--- src/rtl/lfsr_seq_ctrl_if.sv ---
// Control/status bundle between the board/LFSR side (master) and the
// sequencing controller (slave).
interface lfsr_seq_ctrl_if #(
   parameter int unsigned PER_W = 5
);
   logic [3:0]       seed;
   logic             load;
   logic             start;
   logic             stop;
   logic             step;
   logic [3:0]       lfsr_q;
   logic             sel;
   logic             tick;
   logic             busy;
   logic [PER_W-1:0] period;
   logic             period_valid;
   logic             err_zero_seed;
   logic             err_lockup;

   modport master (
      output seed, load, start, stop, step, lfsr_q,
      input  sel, tick, busy, period, period_valid, err_zero_seed, err_lockup
   );

   modport slave (
      input  seed, load, start, stop, step, lfsr_q,
      output sel, tick, busy, period, period_valid, err_zero_seed, err_lockup
   );
endinterface

--- src/rtl/lfsr_seq_ctrl.sv ---
// Sequencing controller for a 4-bit seedable LFSR: slow-tick generation,
// seed load, run/stop/single-step, period measurement and lock-up detection.
module lfsr_seq_ctrl #(
   parameter int unsigned DIV   = 4,
   parameter int unsigned DIV_W = 8,
   parameter int unsigned PER_W = 5
) (
   input  logic           clk,
   input  logic           rst_n,
   lfsr_seq_ctrl_if.slave bus_io
);

   typedef enum logic [2:0] {StIdle, StLoad, StArmed, StRun, StHalt} state_e;

   localparam logic [DIV_W-1:0] DivLast = DIV_W'(DIV - 1);
   localparam logic [PER_W-1:0] CntMax  = '1;

   state_e           state_q;
   logic [3:0]       seed_q;
   logic [DIV_W-1:0] div_q;
   logic [DIV_W-1:0] div_d;
   logic [PER_W-1:0] cnt_q;
   logic [PER_W-1:0] cnt_d;
   logic [PER_W-1:0] cnt_base;
   logic [PER_W-1:0] period_q;
   logic             sel_q;
   logic             tick_q;
   logic             busy_q;
   logic             pv_q;
   logic             chk_q;
   logic             err_zero_q;
   logic             err_lock_q;

   logic load_ok;
   logic load_bad;
   logic chk_match;
   logic chk_zero;

   always_comb begin
      load_ok   = bus_io.load && (bus_io.seed != 4'h0);
      load_bad  = bus_io.load && (bus_io.seed == 4'h0);
      chk_match = chk_q && (bus_io.lfsr_q == seed_q);
      chk_zero  = chk_q && (bus_io.lfsr_q == 4'h0);
      div_d     = (div_q == DivLast) ? '0 : div_q + DIV_W'(1);
      // A match restarts the count; a tick landing on the same edge opens the new period.
      cnt_base  = chk_match ? '0 : cnt_q;
      cnt_d     = cnt_base;
      if (tick_q && !sel_q && (cnt_base != CntMax)) begin
         cnt_d = cnt_base + PER_W'(1);
      end
   end

   always_ff @(posedge clk or negedge rst_n) begin
      if (!rst_n) begin
         state_q    <= StIdle;
         seed_q     <= '0;
         div_q      <= '0;
         cnt_q      <= '0;
         period_q   <= '0;
         sel_q      <= 1'b0;
         tick_q     <= 1'b0;
         busy_q     <= 1'b0;
         pv_q       <= 1'b0;
         chk_q      <= 1'b0;
         err_zero_q <= 1'b0;
         err_lock_q <= 1'b0;
      end else begin
         sel_q  <= 1'b0;
         tick_q <= 1'b0;
         busy_q <= 1'b0;
         pv_q   <= 1'b0;
         chk_q  <= tick_q && !sel_q;
         if (load_bad) begin
            err_zero_q <= 1'b1;
         end
         if (load_ok) begin
            state_q    <= StLoad;
            seed_q     <= bus_io.seed;
            sel_q      <= 1'b1;
            tick_q     <= 1'b1;
            err_zero_q <= 1'b0;
            err_lock_q <= 1'b0;
            cnt_q      <= '0;
            div_q      <= '0;
            chk_q      <= 1'b0;
         end else begin
            unique case (state_q)
               StIdle: ;
               StLoad: state_q <= StArmed;
               StArmed: begin
                  cnt_q <= cnt_d;
                  if (chk_match) begin
                     period_q <= cnt_q;
                     pv_q     <= 1'b1;
                  end
                  if (chk_zero) begin
                     err_lock_q <= 1'b1;
                     state_q    <= StHalt;
                  end else if (bus_io.stop) begin
                     state_q <= StArmed;
                  end else if (bus_io.start) begin
                     state_q <= StRun;
                     div_q   <= '0;
                     busy_q  <= 1'b1;
                  end else if (bus_io.step) begin
                     tick_q <= 1'b1;
                  end
               end
               StRun: begin
                  cnt_q <= cnt_d;
                  if (chk_match) begin
                     period_q <= cnt_q;
                     pv_q     <= 1'b1;
                  end
                  if (chk_zero) begin
                     err_lock_q <= 1'b1;
                     state_q    <= StHalt;
                  end else if (bus_io.stop) begin
                     state_q <= StArmed;
                     div_q   <= '0;
                  end else begin
                     busy_q <= 1'b1;
                     div_q  <= div_d;
                     tick_q <= (div_d == DivLast);
                  end
               end
               StHalt: ;
               default: state_q <= StIdle;
            endcase
         end
      end
   end

   assign bus_io.sel           = sel_q;
   assign bus_io.tick          = tick_q;
   assign bus_io.busy          = busy_q;
   assign bus_io.period        = period_q;
   assign bus_io.period_valid  = pv_q;
   assign bus_io.err_zero_seed = err_zero_q;
   assign bus_io.err_lockup    = err_lock_q;

endmodule

--- src/flat_wrapper.sv ---
// flat-port wrapper written by rule: the top's interface ports become plain ports
module lfsr_seq_ctrl_flat 
#(
   parameter int unsigned DIV   = 4,
   parameter int unsigned DIV_W = 8,
   parameter int unsigned PER_W = 5
)
  (clk, rst_n, bus_io_seed, bus_io_load, bus_io_start, bus_io_stop, bus_io_step, bus_io_lfsr_q, bus_io_sel, bus_io_tick, bus_io_busy, bus_io_period, bus_io_period_valid, bus_io_err_zero_seed, bus_io_err_lockup);
  lfsr_seq_ctrl_if #(.PER_W(PER_W)) bus_io_i ();
  input  logic clk;
  input  logic rst_n;
  input wire logic [$bits(bus_io_i.seed)-1:0] bus_io_seed;
  input wire logic [$bits(bus_io_i.load)-1:0] bus_io_load;
  input wire logic [$bits(bus_io_i.start)-1:0] bus_io_start;
  input wire logic [$bits(bus_io_i.stop)-1:0] bus_io_stop;
  input wire logic [$bits(bus_io_i.step)-1:0] bus_io_step;
  input wire logic [$bits(bus_io_i.lfsr_q)-1:0] bus_io_lfsr_q;
  output wire logic [$bits(bus_io_i.sel)-1:0] bus_io_sel;
  output wire logic [$bits(bus_io_i.tick)-1:0] bus_io_tick;
  output wire logic [$bits(bus_io_i.busy)-1:0] bus_io_busy;
  output wire logic [$bits(bus_io_i.period)-1:0] bus_io_period;
  output wire logic [$bits(bus_io_i.period_valid)-1:0] bus_io_period_valid;
  output wire logic [$bits(bus_io_i.err_zero_seed)-1:0] bus_io_err_zero_seed;
  output wire logic [$bits(bus_io_i.err_lockup)-1:0] bus_io_err_lockup;
  assign bus_io_i.seed = bus_io_seed;
  assign bus_io_i.load = bus_io_load;
  assign bus_io_i.start = bus_io_start;
  assign bus_io_i.stop = bus_io_stop;
  assign bus_io_i.step = bus_io_step;
  assign bus_io_i.lfsr_q = bus_io_lfsr_q;
  assign bus_io_sel = bus_io_i.sel;
  assign bus_io_tick = bus_io_i.tick;
  assign bus_io_busy = bus_io_i.busy;
  assign bus_io_period = bus_io_i.period;
  assign bus_io_period_valid = bus_io_i.period_valid;
  assign bus_io_err_zero_seed = bus_io_i.err_zero_seed;
  assign bus_io_err_lockup = bus_io_i.err_lockup;
  lfsr_seq_ctrl #(.DIV(DIV), .DIV_W(DIV_W), .PER_W(PER_W)) u_core (.clk(clk), .rst_n(rst_n), .bus_io(bus_io_i));
endmodule
--- config.mk ---
export PLATFORM = sky130hd
export DESIGN_NAME = lfsr_seq_ctrl_flat
export DESIGN_NICKNAME = d
export VERILOG_FILES = /design/src/rtl/lfsr_seq_ctrl_if.sv /design/src/rtl/lfsr_seq_ctrl.sv /design/src/flat_wrapper.sv
export SDC_FILE = /design/constraint.sdc
export NUM_CORES = 1
export LEC_CHECK = 0
export ABC_AREA = 1
export ABC_CLOCK_PERIOD_IN_PS = 5800
export CAP_MARGIN = 20
export CORE_MARGIN = 3
export CORE_UTILIZATION = 50
export CTS_CLUSTER_SIZE = 12
export DETAILED_ROUTE_END_ITERATION = 16
export HOLD_SLACK_MARGIN = 0.1
export PLACE_DENSITY = 0.7
export SLEW_MARGIN = 20
export SYNTH_ARGS = -nofsm -noshare
export SYNTH_HDL_FRONTEND = slang
export SYNTH_SLANG_ARGS = --single-unit
--- constraint.sdc ---
create_clock -name clk -period 5.8 [get_ports clk]
set_clock_uncertainty 0.15 [all_clocks]
set_input_delay 0.58 -clock clk [delete_from_list [all_inputs] [get_ports clk]]
set_output_delay 0.58 -clock clk [all_outputs]
set_load 0.01 [all_outputs]
# Word-level counts from Yosys, hierarchy flattened
# Cells that the tools add are included.
dict set report totals {
  register_bits 32
  latchBits 0
  ramBits 0
  rom_bits 0
  input_bits 14
  output_inout_bits 11
  mem_count 0
}
dict set report classes {
  addsub 2
  mul 0
  div 0
  n_lt_le_gt_ge 0
  n_eq_ne 15
  n_shift 0
  muxes 44
  bitwise_logic 1
  n_reduce_logical 21
}
# cell n
set op_table {}
lappend op_table {{8-bit two-way mux} 7}
lappend op_table {{1-bit two-way mux} 23}
lappend op_table {{5-bit two-way mux} 4}
lappend op_table {{3-bit two-way mux} 6}
lappend op_table {{8-bit by 2-bit equality test with 1-bit output (second input constant)} 2}
lappend op_table {{8-bit one-hot mux with 2 select lines} 1}
lappend op_table {{3-bit by 2-bit inequality test with 1-bit output (second input constant)} 4}
lappend op_table {{3-bit one-hot mux with 4 select lines} 1}
lappend op_table {{8-bit by 1-bit adder with 8-bit output (second input constant)} 1}
lappend op_table {{4-bit zero test} 2}
lappend op_table {{3-bit by 2-bit equality test with 1-bit output (second input constant)} 2}
lappend op_table {{1-bit logical AND} 6}
lappend op_table {{3-bit AND reduction} 2}
lappend op_table {{2-bit nonzero test} 3}
lappend op_table {{5-bit by 1-bit adder with 5-bit output (second input constant)} 1}
lappend op_table {{5-bit by 3-bit inequality test with 1-bit output (second input constant)} 1}
lappend op_table {{5-bit inequality test (second input constant)} 1}
lappend op_table {{5-bit AND reduction} 1}
lappend op_table {{4-bit equality test} 1}
lappend op_table {{4-bit by 2-bit inequality test with 1-bit output (second input constant)} 1}
lappend op_table {{1-bit one-hot mux with 2 select lines} 2}
lappend op_table {{4-bit nonzero test} 1}
lappend op_table {{2-bit OR reduction} 2}
lappend op_table {{3-bit by 1-bit equality test with 1-bit output (second input constant)} 1}
lappend op_table {{other kinds (7)} 7}

# Longest topological paths before layout
# Gate-level depths: netlist of the first run.
dict set report depth {
  word_depth 8
  mapped_depth 19
}

# Worst setup path after synthesis of the first run
# Ideal clock, no wire load.
dict set report synth_path {
  path_type {input port to flip-flop}
  startpoint {input port bus_io_lfsr_q[0]}
  endpoint {register u_core.cnt_q[3]}
  setup_time_ps 117
  arrival_time_ps 2350
  t_required_ps 5533
  slack_ps 3184
  cell_stages 19
  path_buffers 0
  path_cell_list {inv_1 > nand2_1 > nand2_1 > nor2_1 > nand3_4 > nand2_1 > inv_1 > ha_1 > nand2_1 > nor2_1 > ha_1 > nor3_1 > inv_1 > nor2_1 > nand2_1 > nand2_1 > nand2_1 > nand2_1 > nand2_1}
}
dict set report synth_between {
  elab_chain_len 8
  elab_cells_between_ends 9
}
# item line
set synth_rtl {}
lappend synth_rtl {{from (decl)} flat_wrapper.sv:17} ;# input wire logic [$bits(bus_io_i.lfsr_q)-1:0] bus_io_lfsr_q;
lappend synth_rtl {{4-bit equality test *} lfsr_seq_ctrl.sv:42} ;# chk_match = chk_q && (bus_io.lfsr_q == seed_q);
lappend synth_rtl {{1-bit logical AND *} lfsr_seq_ctrl.sv:42}
lappend synth_rtl {{5-bit two-way mux *} lfsr_seq_ctrl.sv:46} ;# cnt_base = chk_match ? '0 : cnt_q;
lappend synth_rtl {{parallel branches: the longest is 2 deep, another holds 5-bit by 1-bit adder with 5-bit output} n/a}
lappend synth_rtl {{5-bit two-way mux *} lfsr_seq_ctrl.sv:48} ;# if (tick_q && !sel_q && (cnt_base != CntMax)) begin
lappend synth_rtl {{5-bit two-way mux *} lfsr_seq_ctrl.sv:87} ;# unique case (state_q)
lappend synth_rtl {{5-bit two-way mux *} lfsr_seq_ctrl.sv:76} ;# if (load_ok) begin
lappend synth_rtl {{to (signal assigned)} lfsr_seq_ctrl.sv:91} ;# cnt_q <= cnt_d;
lappend synth_rtl {{to (signal assigned)} lfsr_seq_ctrl.sv:110} ;# cnt_q <= cnt_d;
lappend synth_rtl {{to (decl)} lfsr_seq_ctrl.sv:22} ;# logic [PER_W-1:0] cnt_q;
# Mark *: on every way between the ends. The select of a mux whose other input is x is not followed.
# A chain may end at the register's enable or synchronous reset.

# Final worst setup path of the first run
# Ends and elaborated chain as after synthesis.

==> impl_metrics.tcl, run 1 <==
set metrics [dict create \
    total_area_of_multi_input_combinational_cells_um2 746 \
    post_synth_net_total 223 \
    cp_num_buf_inv 4 \
    power-per-cell-area_mw_per_mm2 222 \
    synth.yosys.warnings 0 \
    grt_pass1_vias 1509 \
    wire_length_of_the_first_global_routing_pass_mm 6.38 \
    h_tree_depth 2 \
    cp.required_ns 5.88 \
    max_freq_mhz 322 \
    layout.area.seq_um2 801 \
    layout_worst_path_cycle_share_pct 53.5 \
    postCtsSetupBuffers 0 \
    detail-route-antenna-nets 0 \
    vdd_drop_max_mv 0.162 \
    core_area_mm2 0.00315 \
    crit_path_end_kind "register" \
    critical_path_cell_list "clkdlybuf4s50_1 -> inv_1 -> nand2_1 -> nand2_1 -> nor2_1 -> nand3_4 -> nand2_1 -> inv_1 -> ha_1 -> nand2_1 -> nor2_1 -> ha_1 -> nor3_1 -> inv_1 -> nor2_1 -> nand2_1 -> nand2_1 -> nand2_1 -> nand2_1 -> nand2_1" \
    synth-seq-cells 32 \
    cts_inserted_buffers 5 \
    detailed_place_hpwl_mm 2.65 \
    final_period_minus_worst_setup_slack_ns 3.10 \
    run_status "finished clean" \
    instance_count_of_the_mapped_netlist 205 \
    critPathLaunchType "input pin" \
    ctsRootBufferMaster "clkbuf_4" \
    gpl.final_weighted_congestion 0.909 \
    crit_path_top_delay_cell "clkdlybuf4s50_1" \
    final_core_utilization_pct 65.1 \
    synth.lib_cells_used.distinct 30 \
    unrepaired_setup_endpoints_after_global_routing "false" \
    clock_tree.buffer_depth 2 \
    number_of_antenna_violations_at_the_first_check_in_global_routing 0 \
    path_delay_family "simple AND/OR/NAND/NOR gates" \
    finalWirelength_mm 3.51 \
    maxCapViolations 0 \
    die_span_in_x_um 64.2 \
    synth.avg_cell_area_um2 8.27 \
    gr-usage-met3_pct 4.22 \
    synth-seq-area-share_pct 47.2 \
    cts.clk_slew.worst_paths_ns 0.09 \
    grt-busiest-layer "met2" \
    critical_path_peak_fanout 7 \
    filler_cell_count 281 \
    io_buffers 24 \
    overflow 0 \
    number_of_endpoints_with_negative_hold_slack_in_the_final_report 0 \
    grt_start_max_net_pins 33 \
    report.final.slew_viol_count 0 \
    drc 0 \
    wire_per_inst_um 12.5 \
    nNetsFinal 254 \
    die_area_mm2 0.00413 \
    worst_slew_pin_slew_ns 0.406 \
    p_leak_nw 0.994 \
    timing.critical_path.slowest_cell_delay_ns 0.50 \
    initial_core_util_pct 53.8 \
    drt_first_pass_iters 4 \
    viasPerCell 5.06 \
    worstHoldPathType "register to register" \
    worst-endpoint-arrival_ns 3.18 \
    critical_path_class "input pin to register" \
    post_route_cells_drive_above_1_share_pct 11.0 \
    hold_bufs_at_cts 0 \
    dr_total_vias 1421 \
    global_route.usage.met1_pct 24.8 \
    post_cts.resized_instances 0 \
    timing.hold.ws_ns 0.296 \
    setup_viol 0 \
    latest_clock_arrival_within_the_worst_skew_pair_ns 0.33 \
    num_io_pins 25 \
    num_antenna_cells 0 \
    use_met2_pct 32.3 \
    rows 20 \
    timing.max_slew.rel_slack_pct 73.0 \
    layout.cells.most_common_list "41 x nand2_1, 35 x inv_1, 32 x dfrtp_1, 24 x clkdlybuf4s50_1, 21 x nor2_1" \
    chipHeight_um 64.2 \
    setup_tns_ns 0 \
    tritoncts "built" \
    area_growth_from_synthesis_to_layout_pct 21.1 \
    synth.cell_area_mm2 0.00170 \
    most_frequent_standard_cell_in_the_layout_excluding_fill_and_tap_cells "nand2_1" \
    cpMostUsedCell "nand2_1" \
    initialDrtViolationCount 63 \
    clkSinkCount 32 \
    grtUsageTotal_pct 20.1 \
]
==> power breakdown <==
part	switching [mW]	total, mW	internal [mW]	leakage (nW)
Sequential	0.00883	0.245	0.236	0.426
Clock	0.0732	0.133	0.0598	0.0326
Combinational	0.0441	0.0785	0.0344	0.536
Total	0.126	0.456	0.330	0.994
==> logic make-up (layout without fill, tap and decap cells) <==
group / after synthesis / after routing / share of synthesized area, %
AOI/OAI and AO/OA: 34 / 34 / 11.7
xor gates and xnor gates: 4 / 4 / 2.51
adders and majority gates: 4 / 4 / 2.95
buffers and inverters: 39 / 71 / 8.78
DFF: 32 / 32 / 47.2
and+or+nand+nor: 92 / 92 / 26.9
==> synthesized netlist by cell type (all sizes together) <==
library cell	number	area, µm²
nor3	5	36.3
nor2	25	123
xnor2	1	8.76
nand3	10	62.6
nand2	45	184
inv	38	145
or2	1	6.26
o21ai	18	93.8
o22ai	8	56.3
a2111oi	1	8.76
xor2	3	33.8
clkbuf	1	3.75
a21oi	7	38.8
dfrtp	32	801
nand4	6	43.8
ha	4	50.1
==> state kept, by name, indices dropped and copies added (netlist names), 3 cells and up <==
name                  cells
u_core.seed_q             4
u_core.div_q              8
u_core.state_q            3
u_core.bus_io.period      5
u_core.cnt_q              5
==> layer usage <==
metal,vias up,wire (µm),part of all wire (%)
met1,648,1570,45
li1,722,-,-
met3,13,175,5.0
met5,-,0,0
met2,38,1630,47
met4,0,126,3.6
==> path summary, 6_finish.rpt <==
check | endpoint | slack [ns] | cells past startpoint | start
max | u_core.cnt_q[3] | 2.70 | 20 | bus_io_lfsr_q[0]
max reg2reg | u_core.cnt_q[3] | 3.07 | 18 | u_core.seed_q[0]
min reg2reg | u_core.state_q[1] | 0.30 | 1 | u_core.state_q[2]
min in group asynchronous | u_core.div_q[4] | 0.50 | 2 | rst_n
min | u_core.state_q[1] | 0.30 | 1 | u_core.state_q[2]
max in group asynchronous | u_core.bus_io.period[3] | 4.71 | 2 | rst_n
==> area by class of cell <==
class / count / share of cell area, %
Tap cell: 44 / 2.68
Multi-Input combinational cell: 134 / 36.3
Clock buffer: 8 / 2.86
Inverter: 38 / 7.07
Timing Repair Buffer: 25 / 12.1
Sequential cell: 32 / 39.0
==> through the flow <==
stage	cell area, µm²	total power, mW	std cells	setup slack, ns
2_1_floorplan	1700	0.289	205	3.18
3_3_place_gp	1990	0.325	273	2.57
6_report	2050	0.456	281	2.70
5_1_grt	2050	0.484	281	2.44
4_1_cts	2050	0.462	281	2.71
3_5_place_dp	1990	0.329	273	2.37
Power figures use the tool's default switching activity.
==> run 2: changes to the inputs <==
Settings changed: ABC_CLOCK_PERIOD_IN_PS 5800 to 3200.
Clock period 5.8 ns to 3.2 ns, I/O delays scaled along.
==> run 2 against run 1 <==
- power rose by 81%
- critical path depth unchanged
- highest routed layer unchanged
- sequential share of layout area stayed put
- non-clock buffer count unchanged
- global-route usage is 0.19 points higher
- clock-buffer cell count unchanged
- die area did not move
- register-to-register slack got worse by 2.6 ns
- routed wire length down 2.1%
- combinational power grew 81%
- core utilization did not move
==> impl_metrics.tcl, run 2 (synthesized netlist as in run 1, its figures left out) <==
set metrics [dict create \
    timing.max_slew.rel_slack_pct 72.9 \
    crit_path_top_delay_cell "clkdlybuf4s50_1" \
    postCtsSetupBuffers 0 \
    power-per-cell-area_mw_per_mm2 403 \
    detailed_place_hpwl_mm 2.63 \
    timing.critical_path.slowest_cell_delay_ns 0.51 \
    number_of_endpoints_with_negative_hold_slack_in_the_final_report 0 \
    post_cts.resized_instances 0 \
    vdd_drop_max_mv 0.297 \
    cpMostUsedCell "nand2_1" \
    area_growth_from_synthesis_to_layout_pct 21.1 \
    critical_path_cell_list "clkdlybuf4s50_1 -> inv_1 -> nand2_1 -> nand2_1 -> nor2_1 -> nand3_4 -> nand2_1 -> inv_1 -> ha_1 -> nand2_1 -> nor2_1 -> ha_1 -> nor3_1 -> inv_1 -> nor2_1 -> nand2_1 -> nand2_1 -> nand2_1 -> nand2_1 -> nand2_1" \
    largest_register_ff_count 8 \
    setup_tns_ns 0 \
    cp_num_buf_inv 4 \
    setup_viol 0 \
    layout_worst_path_cycle_share_pct 89.2 \
    rows 20 \
    final_core_utilization_pct 65.1 \
    critical_path_peak_fanout 7 \
    viasPerCell 5.11 \
    die_span_in_x_um 64.2 \
    grtUsageTotal_pct 20.3 \
    worstHoldPathType "input pin to asynchronous set/reset pin" \
    grt_start_max_net_pins 33 \
    worst_slew_pin_slew_ns 0.407 \
    overflow 0 \
    grt_pass1_vias 1486 \
    clkSinkCount 32 \
    tritoncts "built" \
    total_power_mw 0.828 \
    finish.cell_count_without_fillers 281 \
    cts.clk_slew.worst_paths_ns 0.10 \
    hold_bufs_at_cts 0 \
    final_period_minus_worst_setup_slack_ns 2.86 \
    most_frequent_standard_cell_in_the_layout_excluding_fill_and_tap_cells "nand2_1" \
    drt_first_pass_iters 4 \
    unrepaired_setup_endpoints_after_global_routing "false" \
    timing.hold.ws_ns 0.236 \
    max_freq_mhz 350 \
    p_leak_nw 0.994 \
    crit_path_end_kind "register" \
    finalWirelength_mm 3.43 \
    dr_total_vias 1436 \
    number_of_placed_cells_counting_well_taps 273 \
    worst-endpoint-arrival_ns 2.93 \
    detail-route-antenna-nets 0 \
    critical_path_class "input pin to register" \
    registers.top_by_ff_count "u_core.div_q" \
    post_route_cells_drive_above_1_share_pct 11.0 \
    number_of_antenna_violations_at_the_first_check_in_global_routing 0 \
    layout.cells.most_common_list "41 x nand2_1, 35 x inv_1, 32 x dfrtp_1, 24 x clkdlybuf4s50_1, 21 x nor2_1" \
    latest_clock_arrival_within_the_worst_skew_pair_ns 0.33 \
    cp.required_ns 3.27 \
    drc 0 \
    nNetsFinal 254 \
    h_tree_depth 2 \
    path_delay_family "simple AND/OR/NAND/NOR gates" \
    gpl.final_weighted_congestion 0.909 \
    wire_length_of_the_first_global_routing_pass_mm 6.42 \
    num_io_pins 25 \
    initial_core_util_pct 53.8 \
    report.final.slew_viol_count 0 \
    die_area_mm2 0.00413 \
    ctsRootBufferMaster "clkbuf_4" \
    maxCapViolations 0 \
    core_area_mm2 0.00315 \
    num_antenna_cells 0 \
    chipHeight_um 64.2 \
    wire_per_inst_um 12.2 \
    clock_tree.buffer_depth 2 \
    critPathLaunchType "input pin" \
    io_buffers 24 \
    cts_inserted_buffers 5 \
    run_status "finished clean" \
    initialDrtViolationCount 81 \
]
run 2: cell counts in the layout (fill, tap and decap cells not counted):
Identical to the previous run, type by type.
run 2: layout make-up:
class,count,area [µm²]
multi-input cells,134,746
repair buffers,25,248
clock buffers,8,58.8
well taps,44,55.1
flip-flops and latches,32,801
inverters,38,145
fillers,289,1100
run 2: metrics by stage:
stage / worst slack [ns] / area [µm²]
2_1_floorplan: 0.797 / 1700
3_3_place_gp: 0.225 / 1990
3_5_place_dp: 0.0289 / 1990
4_1_cts: 0.376 / 2050
5_1_grt: 0.147 / 2050
6_report: 0.345 / 2050
run 2: path summary, 6_finish.rpt:
kind	startpoint	to	slack, ns	depth (start not counted)
min in group clk	u_core.state_q[2]	u_core.state_q[1]	0.30	1
worst min register to register	u_core.state_q[2]	u_core.state_q[1]	0.30	1
max in group asynchronous	rst_n	u_core.seed_q[2]	2.37	2
worst max register to register	u_core.seed_q[0]	u_core.cnt_q[3]	0.47	18
worst max-delay path	bus_io_lfsr_q[0]	u_core.cnt_q[3]	0.34	20
worst min-delay path	rst_n	u_core.bus_io.period[2]	0.24	2
run 2: layer usage:
metal / up-vias / global-route usage, % / routed length [µm]
met2: 38 / 32.3 / 1620
met5: - / 0 / 0
li1: 725 / - / -
met1: 662 / 24.7 / 1540
met3: 11 / 5.98 / 171
met4: 0 / 10.8 / 108
run 2: where the power goes:
part | internal [mW] | switching, mW
clock | 0.108 | 0.134
sequential | 0.428 | 0.0159
combinational | 0.0625 | 0.0793
total | 0.599 | 0.229
==> run 3: changes to the inputs <==
Settings changed: TNS_END_PERCENT set to 5.
==> results of run 3 <==
No change in the layout: final DEF, timing and power equal those of run 2.
